<file path="src/rtl/chk_fifo.sv">
// chk_fifo: show-ahead FIFO with wrap-bit pointers
// Ports: clk_i/rst_ni clock and async active-low reset, clr_i sync flush,
//        push_i/data_i write side, pop_i/data_o read side (data_o is the head), full_o/empty_o occupancy.
module chk_fifo #(
  parameter int W = 8,
  parameter int DEPTH = 4
) (
  input  logic         clk_i,
  input  logic         rst_ni,
  input  logic         clr_i,
  input  logic         push_i,
  input  logic         pop_i,
  input  logic [W-1:0] data_i,
  output logic [W-1:0] data_o,
  output logic         full_o,
  output logic         empty_o
);
  localparam int AW = $clog2(DEPTH);
  logic [W-1:0] mem_q [DEPTH];
  logic [AW:0] wptr_q, rptr_q;
  always_ff @(posedge clk_i or negedge rst_ni) begin
    if (!rst_ni) begin
      wptr_q <= '0;
      rptr_q <= '0;
    end else if (clr_i) begin
      wptr_q <= '0;
      rptr_q <= '0;
    end else begin
      if (push_i) wptr_q <= wptr_q + (AW+1)'(1);
      if (pop_i) rptr_q <= rptr_q + (AW+1)'(1);
    end
  end
  always_ff @(posedge clk_i) begin
    if (push_i && !clr_i) mem_q[wptr_q[AW-1:0]] <= data_i;
  end
  assign data_o = mem_q[rptr_q[AW-1:0]];
  assign empty_o = wptr_q == rptr_q;
  // same slot index but different lap bit means the writer is a full lap ahead
  assign full_o = (wptr_q[AW] != rptr_q[AW]) && (wptr_q[AW-1:0] == rptr_q[AW-1:0]);
endmodule

</file>
<file path="config.mk">
export PLATFORM = sky130hd
export DESIGN_NAME = chk_fifo
export DESIGN_NICKNAME = d
export VERILOG_FILES = /design/src/rtl/chk_fifo.sv
export SDC_FILE = /design/constraint.sdc
export NUM_CORES = 1
export LEC_CHECK = 0
export BUFFER_PORTS_ARGS = -buffer_cell sky130_fd_sc_hd__buf_4
export CORE_ASPECT_RATIO = 0.6
export CORE_MARGIN = 4
export CORE_UTILIZATION = 59
export CTS_BUF_LIST = sky130_fd_sc_hd__clkbuf_16
export CTS_CLUSTER_SIZE = 24
export DETAILED_ROUTE_END_ITERATION = 10
export PLACE_DENSITY = 0.89
export SYNTH_ARGS = -nofsm -noshare
export SYNTH_HDL_FRONTEND = slang
export SYNTH_SLANG_ARGS = --single-unit
export TNS_END_PERCENT = 5
</file>
<file path="constraint.sdc">
create_clock -name clk_i -period 3.15 [get_ports clk_i]
set_input_delay 0.1575 -clock clk_i [delete_from_list [all_inputs] [get_ports clk_i]]
set_output_delay 0.1575 -clock clk_i [all_outputs]
set_load 0.01 [all_outputs]
</file>
Yosys cells after proc, flatten, opt, wreduce, memory -nomap -nowiden:

Memory sizes are Yosys's and may differ from the RTL's.
Cells that the tools add are included.
W data, S select, Z words.

* output and inout port bits: 10
* input bits: 13
* register bits: 6
* memories: 1
* word-level logic and storage cells: 19
* memory bits (writable): 32

* equality and inequality tests: 3
* $add $sub $neg: 2
* reductions and logical operators: 5
* muxes and demuxes: 6

Memories
* mem_q: words 4, width 8, read ports 1, clocked after Yosys merged registers in 0, wr ports 1, RTL line 19 `logic [W-1:0] mem_q [DEPTH];`

Operators with widths (number)
* $mux W3: 4
* $add A3 B1 Y3 const B: 2
* $reduce_bool A2 Y1: 2
* $eq A3 B3 Y1: 1
* $eq A2 B2 Y1: 1
* $logic_and A1 B1 Y1: 2
* $mux W1: 2
* $logic_not A1 Y1: 1
* $ne A1 B1 Y1: 1

Longest topological paths before layout:

Gate-level depths: netlist of the first run.

* depth after elaboration: 4
* depth in mapped cells: 4
* mapped depth without buffers: 4

Least setup slack after synthesis of the first run:

No wires, ideal clock.

* path type: reg-to-reg
* from: register wptr_q[0]
* to: memory mem_q[2][0], enable pin
* arrival time: 0.894 ns
* buffers on the path: 0
* slack: 1.925 ns
* cell stages (with the launch flop): 4
* setup time: 0.332 ns
* data required time: 2.818 ns
* period minus slack after synthesis: 1.225 ns
* path through: dfrtp_1 > inv_1 > ha_1 > and2_1

RTL lines
* start: declaration: RTL line 20 `logic [AW:0] wptr_q, rptr_q;`
* start signal: assignment: RTL line 29 `if (push_i) wptr_q <= wptr_q + (AW+1)'(1);`
* end: declaration: RTL line 19

Straight into the memory's write port.

Worst setup path after layout of the first run:

* from: register rptr_q[0]
* to: output data_o[1]

* longest elaborated chain between the ends: 1

Ends and longest elaborated chain
* start: declaration: RTL line 20
* start signal: assignment: RTL line 30 `if (pop_i) rptr_q <= rptr_q + (AW+1)'(1);`
* $mem_v2 Z4 W8
* end: declaration: RTL line 14 `output logic [W-1:0] data_o,`

Every way passes these cells.

==> impl_results.md, run 1 <==
* Hold_sp: data_i[3]
* FF-to-FF End: mem_q[3][6]$_DFFE_PP_
* Vias in the first global route at 824
* Met1 usage in global routing at 20.6%
* Max-slew headroom at 55.7%
* RR Startpoint: wptr_q[0]$_DFFE_PN0P_
* M3 GR Usage at 6.71%
* Initial core utilization at 61.7%
* Postcts setup bufs at 0
* PwrDens at 614 nW/um^2
* Mean routed wirelength per cell at 18.3 um
* Fin util at 75.1%
* Detailed Route Iter0 Violations at 37
* Slew Viols, Final at 0
* Total number of vias at 763
* Status: complete, no violations
* Cts bufs inserted at 5
* Synth Register Bits at 38
* Top-Level Pins at 23
* Net count, final at 125
* Port Buffer Count at 22
* Syn_area_per_cell at 19.6 sq um
* Final Cell Area at 1880 sq um
* Ys async rst share at 15.8%
* Final worst-path cycle share at 62.0%
* Largest net degree at the start of global routing at 12
* Pre-antenna DRT Iters at 4
* Clk_lat worst skew at 0.27 ns
* TritonCTS clock tree: built
* Synth unique cells at 18
* Req. time, crit path at 2.99 ns
* Leading area contributor after synthesis: edfxtp_1
* WHS Endpoint: mem_q[1][3]$_DFFE_PP_
* Layout overhead on the synthesized area at 21.8%
* Number of max-cap violations at 0
* RSZ-0062 raised after global routing: no
* Cell Area, Synth at 1550 sq um
* Final Skew at 0.00371 ns
* Fmax at 512 MHz
* Clock tree buffer depth at 2
* Post-synth top cells: edfxtp_1, mux4_2, dfrtp_1
* Ys flop type: edfxtp_1
* Min cycle time layout at 1.95 ns
* Total GRT Usage at 17.5%
* Pleak at 0.710 nW
* Detailed placer's ending HPWL at 1.83 mm
* Endpoints failing setup at 0
* Crit path max fanout at 11
* GR Layer Usage met2 at 29.9%
* Crit path capture type: output pin
* Hold Crit Class: input port to register
* Top cells by area, synth: edfxtp_1, mux4_2, dfrtp_1
* Worst-margin pin slew at 0.665 ns
* R2R depth at 2
* Core box area at 2500 sq um
* Most frequent cell after synthesis: edfxtp_1
* Final TNS setup at 0 ns
* GR peak layer: met2
* Die H at 47.6 um
* Crit path launch: rptr_q[0]$_DFFE_PN0P_
* Routed vias/inst at 5.45
* Top cell type's share of synthesized area at 62.2%
* Worst hold path depth at 1
* Row count at 14
* Crit path arrival time at 1.80 ns
* Sequential area share after synthesis at 71.9%
* Die Area at 3530 sq um
* Synthesized instance count at 79
* First-pass GRT wire length at 4.07 mm
* Antenna cell count at 0
* Max IR drop VDD at 0.000409 V
* FF-to-FF setup slack at 1.69 ns
* Layout cells sized above 1 at 35.2%
* Ys Warns at 0
* Sink Count at 38
* Synth Net Count at 97
* H-tree levels at 2
* Final wirelength at 2.56 mm
* Type of origin of the critical path: register
* Reg clk slew, reported paths at 0.05 ns
* Residual DRC count at 0
* Pwr Total at 1.15 mW
* Worst setup path class: register to output pin
* Clk root buf: clkbuf_16
* Dpl cell area at 1730 sq um
* Initial antenna violation count at 0
* Worst hold slack at 0.0823 ns
* Final Hold Fails at 0
* GPL Wtd Cong at 0.756
* Number of flops mapped to enable cells by yosys at 32
* Routed Antenna Nets at 0
* Total gr overflow at 0
* Filler instances at 150
* Die width at 74.1 um
-- layout by cell type, fill, tap and decap left out --
cell type       n
a21bo_2         2
a21oi_1         2
and2_1          4
buf_4          22
clkbuf_16       5
clkinv_1        1
clkinv_2        1
dfrtp_1         6
dlygate4sd3_1   1
edfxtp_1       32
ha_1            5
inv_1           3
mux2i_1         2
mux4_2          8
nand3b_1        2
nor2_1          4
nor2b_1         1
nor3_1          1
nor3b_1         1
xnor2_1         3
xor2_1          2
-- per-layer routing --
layer	up-vias	wire length (um)
li1	358	-
met1	379	1030
met2	20	1330
met3	6	166
met4	0	37
met5	-	0
-- kinds of logic (layout without fill, tap and decap cells) --
group | after synthesis | after routing | share of synthesized area [%]
AOI/OAI and AO/OA | 4 | 4 | 1.94
xor gates and xnor gates | 5 | 5 | 2.83
adders and majority gates | 5 | 5 | 4.05
buffers and inverters | 4 | 33 | 1.54
DFF | 38 | 38 | 71.9
muxes | 10 | 10 | 13.0
and+or+nand+nor | 13 | 13 | 4.78
-- layout make-up --
type                            instances  area, sq um  area share [%]
Inverter                                2         7.51           0.399
Timing Repair Buffer                   23          175            9.31
Multi-Input combinational cell         37          410            21.8
Tap cell                               32         40.0            2.13
Clock buffer                            5          125            6.65
Sequential cell                        38         1110            59.0
Clock inverter                          3         12.5           0.665
-- state kept, by name, indices dropped and copies added (netlist names) --
signal	cells
mem_q	32
rptr_q	3
wptr_q	3
-- metrics by stage --
stage / setup WS [ns] / std cells
2_1_floorplan: 1.92 / 79
3_3_place_gp: 1.50 / 131
3_5_place_dp: 1.45 / 131
4_1_cts: 1.16 / 140
5_1_grt: 1.09 / 140
6_report: 1.20 / 140
-- worst max-delay path, cell delays in order (launching register included) --
cell and delay [ns]:
dfrtp_1 0.77, mux4_2 0.60, buf_4 0.16
-- where the power goes --
group | switching (mW) | internal, mW
sequential | 0.0200 | 0.564
clock | 0.171 | 0.285
combinational | 0.0496 | 0.0650
total | 0.241 | 0.914
-- repair_timing --
item	4_1_cts	5_1_grt
resized for setup	0	0
hold buffers	1	0
hold endpoints to repair	6	0
-- how the worst max path moves through the flow --
stage | to | slack, ns | cells after the start
2_1_floorplan | mem_q[2][0]$_DFFE_PP_ | 1.92 | 3
3_3_place_gp | data_o[1] | 1.50 | 2
3_5_place_dp | data_o[6] | 1.45 | 2
4_1_cts | data_o[1] | 1.16 | 2
5_1_grt | data_o[1] | 1.09 | 2
6_report | data_o[1] | 1.20 | 2
No activity file was read; power rests on OpenSTA's default activity.
==> run 2: changes to the inputs <==
--- a/config.mk
+++ b/config.mk
@@ -8,11 +8,11 @@
 export BUFFER_PORTS_ARGS = -buffer_cell sky130_fd_sc_hd__buf_4
 export CORE_ASPECT_RATIO = 0.6
 export CORE_MARGIN = 4
-export CORE_UTILIZATION = 59
+export CORE_UTILIZATION = 49
 export CTS_BUF_LIST = sky130_fd_sc_hd__clkbuf_16
 export CTS_CLUSTER_SIZE = 24
 export DETAILED_ROUTE_END_ITERATION = 10
-export PLACE_DENSITY = 0.89
+export PLACE_DENSITY = 0.8
 export SYNTH_ARGS = -nofsm -noshare
 export SYNTH_HDL_FRONTEND = slang
 export SYNTH_SLANG_ARGS = --single-unit
==> constraint.sdc (replaced) <==
create_clock -name clk_i -period 1.61 [get_ports clk_i]
set_input_delay 0.0805 -clock clk_i [delete_from_list [all_inputs] [get_ports clk_i]]
set_output_delay 0.0805 -clock clk_i [all_outputs]
set_load 0.01 [all_outputs]
==> run 2 against run 1 <==
- count of clock-buffer cells in the layout is the same
- core utilization down 9.1 points
- final cell count increased by 11%
- setup slack worse by 1.1 ns
- die area rose by 17%
- clock power rose by 100%
- final area rose by 3.3%
- global-route usage shrank 2.3 points
- worst hold slack worse by 0.074 ns
- first-iteration DRC count is 38% higher
- power up 99%
- flip-flop and latch count unchanged
- highest routed layer unchanged
==> impl_results.md, run 2 (synthesized netlist as in run 1, its figures left out) <==
* Fin cells at 155
* First-pass GRT wire length at 4.35 mm
* Met1 usage in global routing at 18.4%
* Initial core utilization at 52.4%
* Worst hold path depth at 1
* Die Area at 4150 sq um
* DP Cell Count at 146
* Detailed Route Iter0 Violations at 51
* Slew Viols, Final at 0
* Clk root buf: clkbuf_16
* H-tree levels at 2
* FF-to-FF End: mem_q[0][6]$_DFFE_PP_
* Clock tree buffer depth at 2
* Number of max-cap violations at 0
* Crit path max fanout at 7
* Final TNS setup at 0 ns
* Routed Antenna Nets at 0
* Type of origin of the critical path: register
* PwrDens at 1180 nW/um^2
* Min cycle time layout at 1.55 ns
* Max IR drop VDD at 0.000756 V
* Crit path arrival time at 1.47 ns
* Residual DRC count at 0
* Clk_lat worst skew at 0.27 ns
* Routed vias/inst at 5.20
* Mean routed wirelength per cell at 17.7 um
* Fmax at 645 MHz
* Reg clk slew, reported paths at 0.06 ns
* Clock share of power at 39.8%
* Commonest non-fill, non-tap cell in the layout: edfxtp_1
* GR peak layer: met2
* Hold_sp: data_i[1]
* Pre-antenna DRT Iters at 4
* Detailed placer's ending HPWL at 1.90 mm
* Reg power frac at 49.1%
* GPL Wtd Cong at 0.712
* Endpoints failing setup at 0
* Logic gate share of total power at 11.0%
* Final worst-path cycle share at 96.3%
* WHS Endpoint: mem_q[3][1]$_DFFE_PP_
* Cts bufs inserted at 5
* Req. time, crit path at 1.53 ns
* Vias in the first global route at 880
* FF-to-FF setup slack at 0.18 ns
* Crit path launch: rptr_q[0]$_DFFE_PN0P_
* Worst-margin pin slew at 0.426 ns
* Initial antenna violation count at 0
* Final Skew at 0.00240 ns
* Layout cells sized above 1 at 39.8%
* Net count, final at 130
* RSZ-0062 raised after global routing: yes
* Internal at 1.81 mW
* Number of flip-flops in the largest register at 32
* Hold Crit Class: input port to register
* M3 GR Usage at 5.02%
* Pwr Total at 2.30 mW
* Final wirelength at 2.74 mm
* Largest net degree at the start of global routing at 13
* Port Buffer Count at 22
* Final Hold Fails at 0
* Status: complete, no violations
* TritonCTS clock tree: built
* RR Startpoint: wptr_q[0]$_DFFE_PN0P_
* Total net switching power at 0.489 mW
* Core box area at 2950 sq um
* Total gr overflow at 0
* Filler instances at 216
* Layout overhead on the synthesized area at 25.8%
* Postcts setup bufs at 0
* Commonest cells after routing, fill and taps aside: edfxtp_1, buf_4, mux4_2
* Die width at 80.5 um
* Total number of vias at 806
* Max-slew headroom at 71.6%
* Sink Count at 38
* Total GRT Usage at 15.3%
* Worst setup path class: register to output pin
* Top-Level Pins at 23
* Sw frac at 21.3%
* Crit path capture type: output pin
* Row count at 15
* R2R depth at 3
* Worst hold slack at 0.00864 ns
* GR Layer Usage met2 at 25.4%
* Antenna cell count at 0
* Pleak at 0.732 nW
* Die H at 51.5 um
==> run 2: cell types whose count changed in the layout (fill, tap and decap cells not counted), sizes merged <==
cell      before  now
inv            3    2
clkinvlp       0    1
buf           22   27
==> run 2: worst max-delay path, cell delays in order, from the launching register on <==
cell	delay, ns
dfrtp_1	0.36
buf_6	0.16
mux4_2	0.51
buf_4	0.16
==> run 2: timing repair <==
action | 4_1_cts | 5_1_grt
resized for setup | 0 | 3
endpoints found under the hold margin | 6 | 0
hold buffers | 1 | 0
endpoints found under the setup margin | 0 | 9
==> run 2: worst max-delay path by stage <==
stage	cells past startpoint	slack, ns	endpoint
2_1_floorplan	3	0.38	mem_q[2][0]$_DFFE_PP_
3_5_place_dp	3	0.17	mem_q[0][5]$_DFFE_PP_
4_1_cts	3	0.004	empty_o
6_report	3	0.06	data_o[3]
5_1_grt	3	0.006	data_o[2]
3_3_place_gp	3	0.26	mem_q[0][4]$_DFFE_PP_
==> run 2: power by group through the flow <==
stage,clock network (mW),registers [mW],logic (mW)
floorplan,0,1.13,0.139
global placement,0,1.15,0.242
detailed placement,0,1.15,0.250
CTS,0.937,1.13,0.255
global route,0.986,1.13,0.277
finish,0.915,1.13,0.254
==> run 2: stage by stage <==
step	worst slack [ns]	utilization, %	instance area, sq um
after floorplan	0.385	-	1550
after global placement	0.260	60.6	1780
after detailed placement	0.171	60.6	1780
after CTS	0.00379	65.7	1940
after global routing	0.00632	66.0	1940
final	0.0600	66.0	1940
==> run 2: metal layers <==
layer  share of wire, %  vias to the layer above
met5                  0                        -
met4                1.1                        0
met3                6.6                        4
met2                 49                       26
met1                 44                      406
li1                   -                      370
==> run 2: area by class of cell <==
cell class	count	area, sq um	area share, %
multi-input cells	37	410	21.1
inverters	2	7.51	0.386
flip-flops and latches	38	1110	57.2
clock buffers	5	125	6.44
clock inverters	3	16.3	0.837
well taps	42	52.6	2.70
repair buffers	28	220	11.3
